--- config.mk ---
export PLATFORM = sky130hd
export DESIGN_NAME = match_bind_classifier
export DESIGN_NICKNAME = d
export VERILOG_FILES = /design/src/rtl/match_bind_pkg.sv /design/src/rtl/match_bind_pred.sv /design/src/rtl/match_bind_classifier.sv
export SDC_FILE = /design/constraint.sdc
export NUM_CORES = 1
export LEC_CHECK = 0
export ABC_AREA = 1
export BUFFER_PORTS_ARGS = -buffer_cell sky130_fd_sc_hd__buf_4
export CAP_MARGIN = 20
export CORE_UTILIZATION = 60
export CTS_CLUSTER_SIZE = 20
export DETAILED_ROUTE_END_ITERATION = 7
export PLACE_DENSITY = 0.93
export SLEW_MARGIN = 20
export SYNTH_ARGS = -nofsm -noshare
export SYNTH_HDL_FRONTEND = slang
export SYNTH_SLANG_ARGS = --single-unit
--- constraint.sdc ---
create_clock -name clk -period 3.92 [get_ports clk]
set_input_delay 0.196 -clock clk [delete_from_list [all_inputs] [get_ports clk]]
set_output_delay 0.196 -clock clk [all_outputs]
set_load 0.02 [all_outputs]
--- src/rtl/match_bind_pkg.sv ---
// Shared types and constants for the match/bind classifier slice.
package match_bind_pkg;

  typedef enum logic [1:0] {
    INIT = 2'd0,
    RUN  = 2'd1,
    HOLD = 2'd2
  } state_t;

  typedef enum logic [1:0] {
    MODE_MSB  = 2'd0,
    MODE_LSB  = 2'd1,
    MODE_PAR  = 2'd2,
    MODE_PASS = 2'd3
  } mode_t;

  localparam logic [1:0] TAG_INIT = 2'b10;

endpackage

--- src/rtl/match_bind_pred.sv ---
// Combinational predicate: selects MSB, LSB or parity of the word; pass mode disables counting.
module match_bind_pred
  import match_bind_pkg::*;
#(
  parameter int unsigned WIDTH = 8
) (
  input  logic [WIDTH-1:0] i_data,
  input  mode_t            i_mode,
  output logic             o_pred,
  output logic             o_count_en
);

  always_comb begin
    o_pred     = 1'b0;
    o_count_en = 1'b1;
    unique case (i_mode)
      MODE_MSB:  o_pred = i_data[WIDTH-1];
      MODE_LSB:  o_pred = i_data[0];
      MODE_PAR:  o_pred = ^i_data;
      MODE_PASS: o_count_en = 1'b0;
    endcase
  end

endmodule

--- src/rtl/match_bind_classifier.sv ---
// Streaming match/bind classifier: one-entry registered output stage with pass-through
// ready, a one-cycle init beat after reset, and saturating match/miss counters.
module match_bind_classifier
  import match_bind_pkg::*;
#(
  parameter int unsigned WIDTH    = 8,
  parameter int unsigned CNT_W    = 16,
  parameter logic [1:0]  INIT_TAG = TAG_INIT
) (
  input  logic             clk,
  input  logic             rst,
  input  logic             in_valid,
  output logic             in_ready,
  input  logic [WIDTH-1:0] in_data,
  input  logic [1:0]       mode,
  output logic             out_valid,
  input  logic             out_ready,
  output logic [WIDTH-1:0] out_data,
  output logic [1:0]       out_tag,
  input  logic             cnt_clr,
  output logic [CNT_W-1:0] match_cnt,
  output logic [CNT_W-1:0] miss_cnt
);

  state_t           r_state;
  state_t           w_state_nxt;
  logic             w_load_init;
  logic             w_accept;
  logic             w_pred;
  logic             w_count_en;
  logic [1:0]       w_tag;
  logic             r_out_valid;
  logic [WIDTH-1:0] r_out_data;
  logic [1:0]       r_out_tag;
  logic [CNT_W-1:0] r_match_cnt;
  logic [CNT_W-1:0] r_miss_cnt;

  match_bind_pred #(
    .WIDTH (WIDTH)
  ) u_pred (
    .i_data     (in_data),
    .i_mode     (mode_t'(mode)),
    .o_pred     (w_pred),
    .o_count_en (w_count_en)
  );

  assign w_accept = in_valid & in_ready;
  assign w_tag    = w_count_en ? {1'b0, w_pred} : 2'b00;

  // in_ready deliberately ignores in_valid.
  always_comb begin
    w_state_nxt = r_state;
    w_load_init = 1'b0;
    in_ready    = 1'b0;
    case (r_state)
      INIT: begin
        w_load_init = 1'b1;
        w_state_nxt = HOLD;
      end
      RUN: begin
        in_ready = 1'b1;
        if (in_valid) w_state_nxt = HOLD;
      end
      HOLD: begin
        in_ready = out_ready;
        if (out_ready && !in_valid) w_state_nxt = RUN;
      end
      default: w_state_nxt = INIT;
    endcase
  end

  always_ff @(posedge clk or posedge rst) begin
    if (rst) r_state <= INIT;
    else     r_state <= w_state_nxt;
  end

  always_ff @(posedge clk or posedge rst) begin
    if (rst) begin
      r_out_valid <= 1'b0;
      r_out_data  <= '0;
      r_out_tag   <= 2'b00;
    end else if (w_load_init) begin
      r_out_valid <= 1'b1;
      r_out_data  <= '0;
      r_out_tag   <= INIT_TAG;
    end else if (w_accept) begin
      r_out_valid <= 1'b1;
      r_out_data  <= in_data;
      r_out_tag   <= w_tag;
    end else if (r_state == HOLD && out_ready) begin
      r_out_valid <= 1'b0;
    end
  end

  // Clear has priority over a same-cycle increment; both counters saturate.
  always_ff @(posedge clk or posedge rst) begin
    if (rst) begin
      r_match_cnt <= '0;
      r_miss_cnt  <= '0;
    end else if (cnt_clr) begin
      r_match_cnt <= '0;
      r_miss_cnt  <= '0;
    end else if (w_accept && w_count_en) begin
      if (w_pred && (r_match_cnt != '1)) r_match_cnt <= r_match_cnt + 1'b1;
      if (!w_pred && (r_miss_cnt != '1)) r_miss_cnt <= r_miss_cnt + 1'b1;
    end
  end

  assign out_valid = r_out_valid;
  assign out_data  = r_out_data;
  assign out_tag   = r_out_tag;
  assign match_cnt = r_match_cnt;
  assign miss_cnt  = r_miss_cnt;

endmodule

==> summary.txt <==
Place
  – GP Congestion: between 0.8 and 0.9
  – I/O Buffers: between 50 and 60
  – DP HPWL: ~4800 µm
  – Pre-CTS WS: ~1700 ps
  – Cells after DPL: 530

STA
  – TNS Setup: 0 ps
  – Final worst path period share: about three fifths
  – RSZ-0062 raised after global routing: false
  – Fmax: ~440 MHz
  – Worst hold slack: ~38 ps
  – Relative slew slack: between 50% and 60%
  – Clk_skew: between 5 and 6 ps
  – Final min period: ~2300 ps
  – Hold Violations, Final: 0
  – Final setup vio count: 0
  – Worst-margin pin slew: 745.8 ps
  – Worst setup margin: between 1500 and 2000 ps
  – Slew Limit Fails: 0

Critical path
  – R2R Path Start: r_state[1]
  – Startpoint types: flip-flop
  – Worst EP arrival: ~2500 ps
  – Worst-path cell chain: inv_1 > ha_1 > inv_1 > a21boi_2 > nand2_2 > a21oi_4 > or2_1 > nand3_1 > nand2_1
  – Slowest CP cell: or2_1
  – Worst Setup End Kind: flip-flop
  – Path length in cells of the critical path: 9
  – RR Endpoint: miss_cnt[6]
  – CP top delay family: simple AND/OR/NAND/NOR gates
  – Worst r2r path cells: 9
  – Buf/Inv on CP: 2
  – Type of the worst setup path: flip-flop to flip-flop
  – Crit path top cell by count: inv_1
  – Critical Path RT: around 4200 ps
  – Slowest Stage Delay on Critical Path: a little over 600 ps
  – CP max FO: 16
  – Worst R2R Setup Slack: 1640 ps

Floorplan
  – Die Y: around 73 µm
  – Top Ports: a little under 60
  – Row Count: 25
  – Core area: 4786 µm²
  – Die area: 5330 µm²
  – Initial Util: a little over three fifths
  – Die width: approximately 73 µm

Hold path
  – Hold Path Class: input port to async pin

Cells and area
  – Non-filler instance count after layout: between 500 and 600
  – Area Growth Syn to Fin: 17.62%
  – Share of cells above drive strength 1: 20.00%
  – ANT cells: 0
  – Layout Nets: approximately 490

Clocking
  – Root buf cell: clkbuf_8
  – Num CTS Buffers: 5
  – Clk buf depth: 2
  – Post-CTS sizing: 0
  – H-tree depth: 2
  – Sink Count: 45
  – CTS tree: yes
  – Post-CTS Setup Bufs: 0
  – # hold bufs at CTS: 0
  – Clock-pin slew on the worst setup and hold paths: roughly 80 ps
  – Worst skew pair latency: about 300 ps

Yosys
  – Synthesized flop and latch total: 45
  – Synth top area cells: dfrtp_1, nand2_1, nand3_1, nor2_1, inv_1
  – Synth cell types: 34
  – Sequential element share of the synthesized area: 37.22%
  – Synthesized instance count: 416
  – Synth warnings: 0
  – Share of the synthesized area in the top cell type: between 30% and 40%
  – Syn_area_per_cell: about 7.3 µm²
  – Yosys top cell by area: dfrtp_1
  – Synthesized area: between 3000 and 4000 µm²
  – Syn nets: between 400 and 500

Pwr
  – Psw: about 0.54 mW
  – Switching Share: a little under two fifths
  – PwrDens: between 300 and 400 nW/µm²
  – Clk pwr share: about a fifth
  – Power share of the sequential group: 41.8%
  – Peak VDD IR: between 0.0003 and 0.0004 V
  – Static Leak: 1.880 nW
  – Combinational Power Share: 37.4%
  – Int Pwr: between 0.8 and 0.9 mW

Global route
  – Vias in the first global route: 2605
  – Largest net degree at the start of global routing: 46
  – First-pass GRT wire length: about 11000 µm
  – Gr ovfl total: 0
  – Gr usage total: a little over a quarter
  – Initial antenna violation count: 0

Drt
  – DR WL/cell: between 10 and 15 µm
  – Via density: approximately 5.3
  – Post-DRT Antenna Nets: 0
  – Drt drc: 0
  – First-pass detailed-route iteration total: 5
  – Starting DRT DRC Count: 270
  – Vias: 2845
  – Final WL: around 6800 µm

Run
  – Max-cap viol count: 0

Run status
  – Status: complete, no violations
metrics by stage:
step / utilization, % / power [mW] / cell area, µm²
after global routing: 74.35 / 1.475 / 3558
after global placement: 72.55 / 1.084 / 3472
after floorplan: - / 0.9346 / 3025
after detailed placement: 72.55 / 1.112 / 3472
after CTS: 74.35 / 1.402 / 3558
final: 74.35 / 1.399 / 3558
power by group through the flow:
stage | combinational, mW | sequential [mW] | clock (mW)
finish | 0.523 | 0.585 | 0.291
CTS | 0.523 | 0.584 | 0.295
global placement | 0.495 | 0.589 | 0
floorplan | 0.277 | 0.658 | 0
detailed placement | 0.519 | 0.593 | 0
global route | 0.571 | 0.593 | 0.311
worst register-to-register path, cell delays in order, from the launching register on:
cell      delay [ps]
dfrtp_1          410
inv_1            110
ha_1             180
inv_1             70
a21boi_2         220
nand2_2          120
a21oi_4          200
or2_1            620
nand3_1          200
nand2_1          100
cell usage in the layout, fill, tap and decap left out, types with 6 or more instances in the layout:
master and n:
buf_4 60, clkbuf_8 6, dfrtp_1 45, ha_1 6, inv_1 36, nand2_1 132
nand3_1 52, nand3_2 12, nor2_1 47, nor3_1 14, o21ai_0 9, xnor2_1 6
xor2_1 10
worst max-delay path by stage:
stage	slack (ps)	start	endpoint
detailed placement	1730	r_state[1]	miss_cnt[6]
finish	1640	r_state[1]	miss_cnt[6]
floorplan	2010	r_state[0]	miss_cnt[3]
CTS	1710	r_state[1]	miss_cnt[6]
global route	1510	r_state[0]	miss_cnt[6]
global placement	1850	r_state[0]	miss_cnt[6]
kinds of logic (layout without fill, tap and decap cells):
| logic type | count (synthesis) | count (layout) | synth area share (%) |
|---|---|---|---|
| DFF | 45 | 45 | 37.22 |
| xor gates and xnor gates | 16 | 16 | 4.632 |
| buffers and inverters | 53 | 107 | 7.857 |
| and+or+nand+nor | 277 | 277 | 43.80 |
| AOI/OAI and AO/OA | 19 | 19 | 4.012 |
| adders and majority gates | 6 | 6 | 2.481 |
synth_stat cells:
cell and count:
clkinv_1 2, nand2_4 3, nor2_2 1, a21boi_2 1
o21ai_0 9, nand4_1 2, nor2_4 1, nor4_1 2
xnor2_1 6, a211oi_1 2, o211ai_1 1, nor3_1 14
nand3_4 1, a21oi_4 1, nor3b_1 1, nand3b_1 1
clkbuf_1 7, or2_1 1, inv_1 37, buf_2 1
nand2_2 4, nand4_4 2, dfrtp_1 45, buf_6 5
a21oi_1 4, inv_2 1, ha_1 6, nor2_1 47
nand2_1 132, xor2_1 10, nand3_1 52, nand3_2 12
nor2_8 1, o22ai_1 1
sequential cells by signal, summed over array words and instances, names as in the netlist:
signal / cells
match_cnt: 16
miss_cnt: 16
out_data: 8
out_tag: 2
out_valid: 1
r_state: 2
layout make-up:
class	count	area, µm²
inverter	40	150.1
timing repair buffer	60	450.4
multi-input combinational	318	1662
sequential	45	1126
clock buffer	7	86.33
tap	67	83.83
fill	388	1227
layer usage:
metal  vias to the layer above  part of all wire, %  GRT usage (%)  wire (µm)
li1                       1428                    -              -          -
met1                      1330                   43          34.13       2919
met2                        80                   52          49.07       3503
met3                         7                  4.0          3.315        272
met4                         0                  1.2          9.368         78
met5                         -                    0              0          0
No activity file was read; power rests on OpenSTA's default activity.
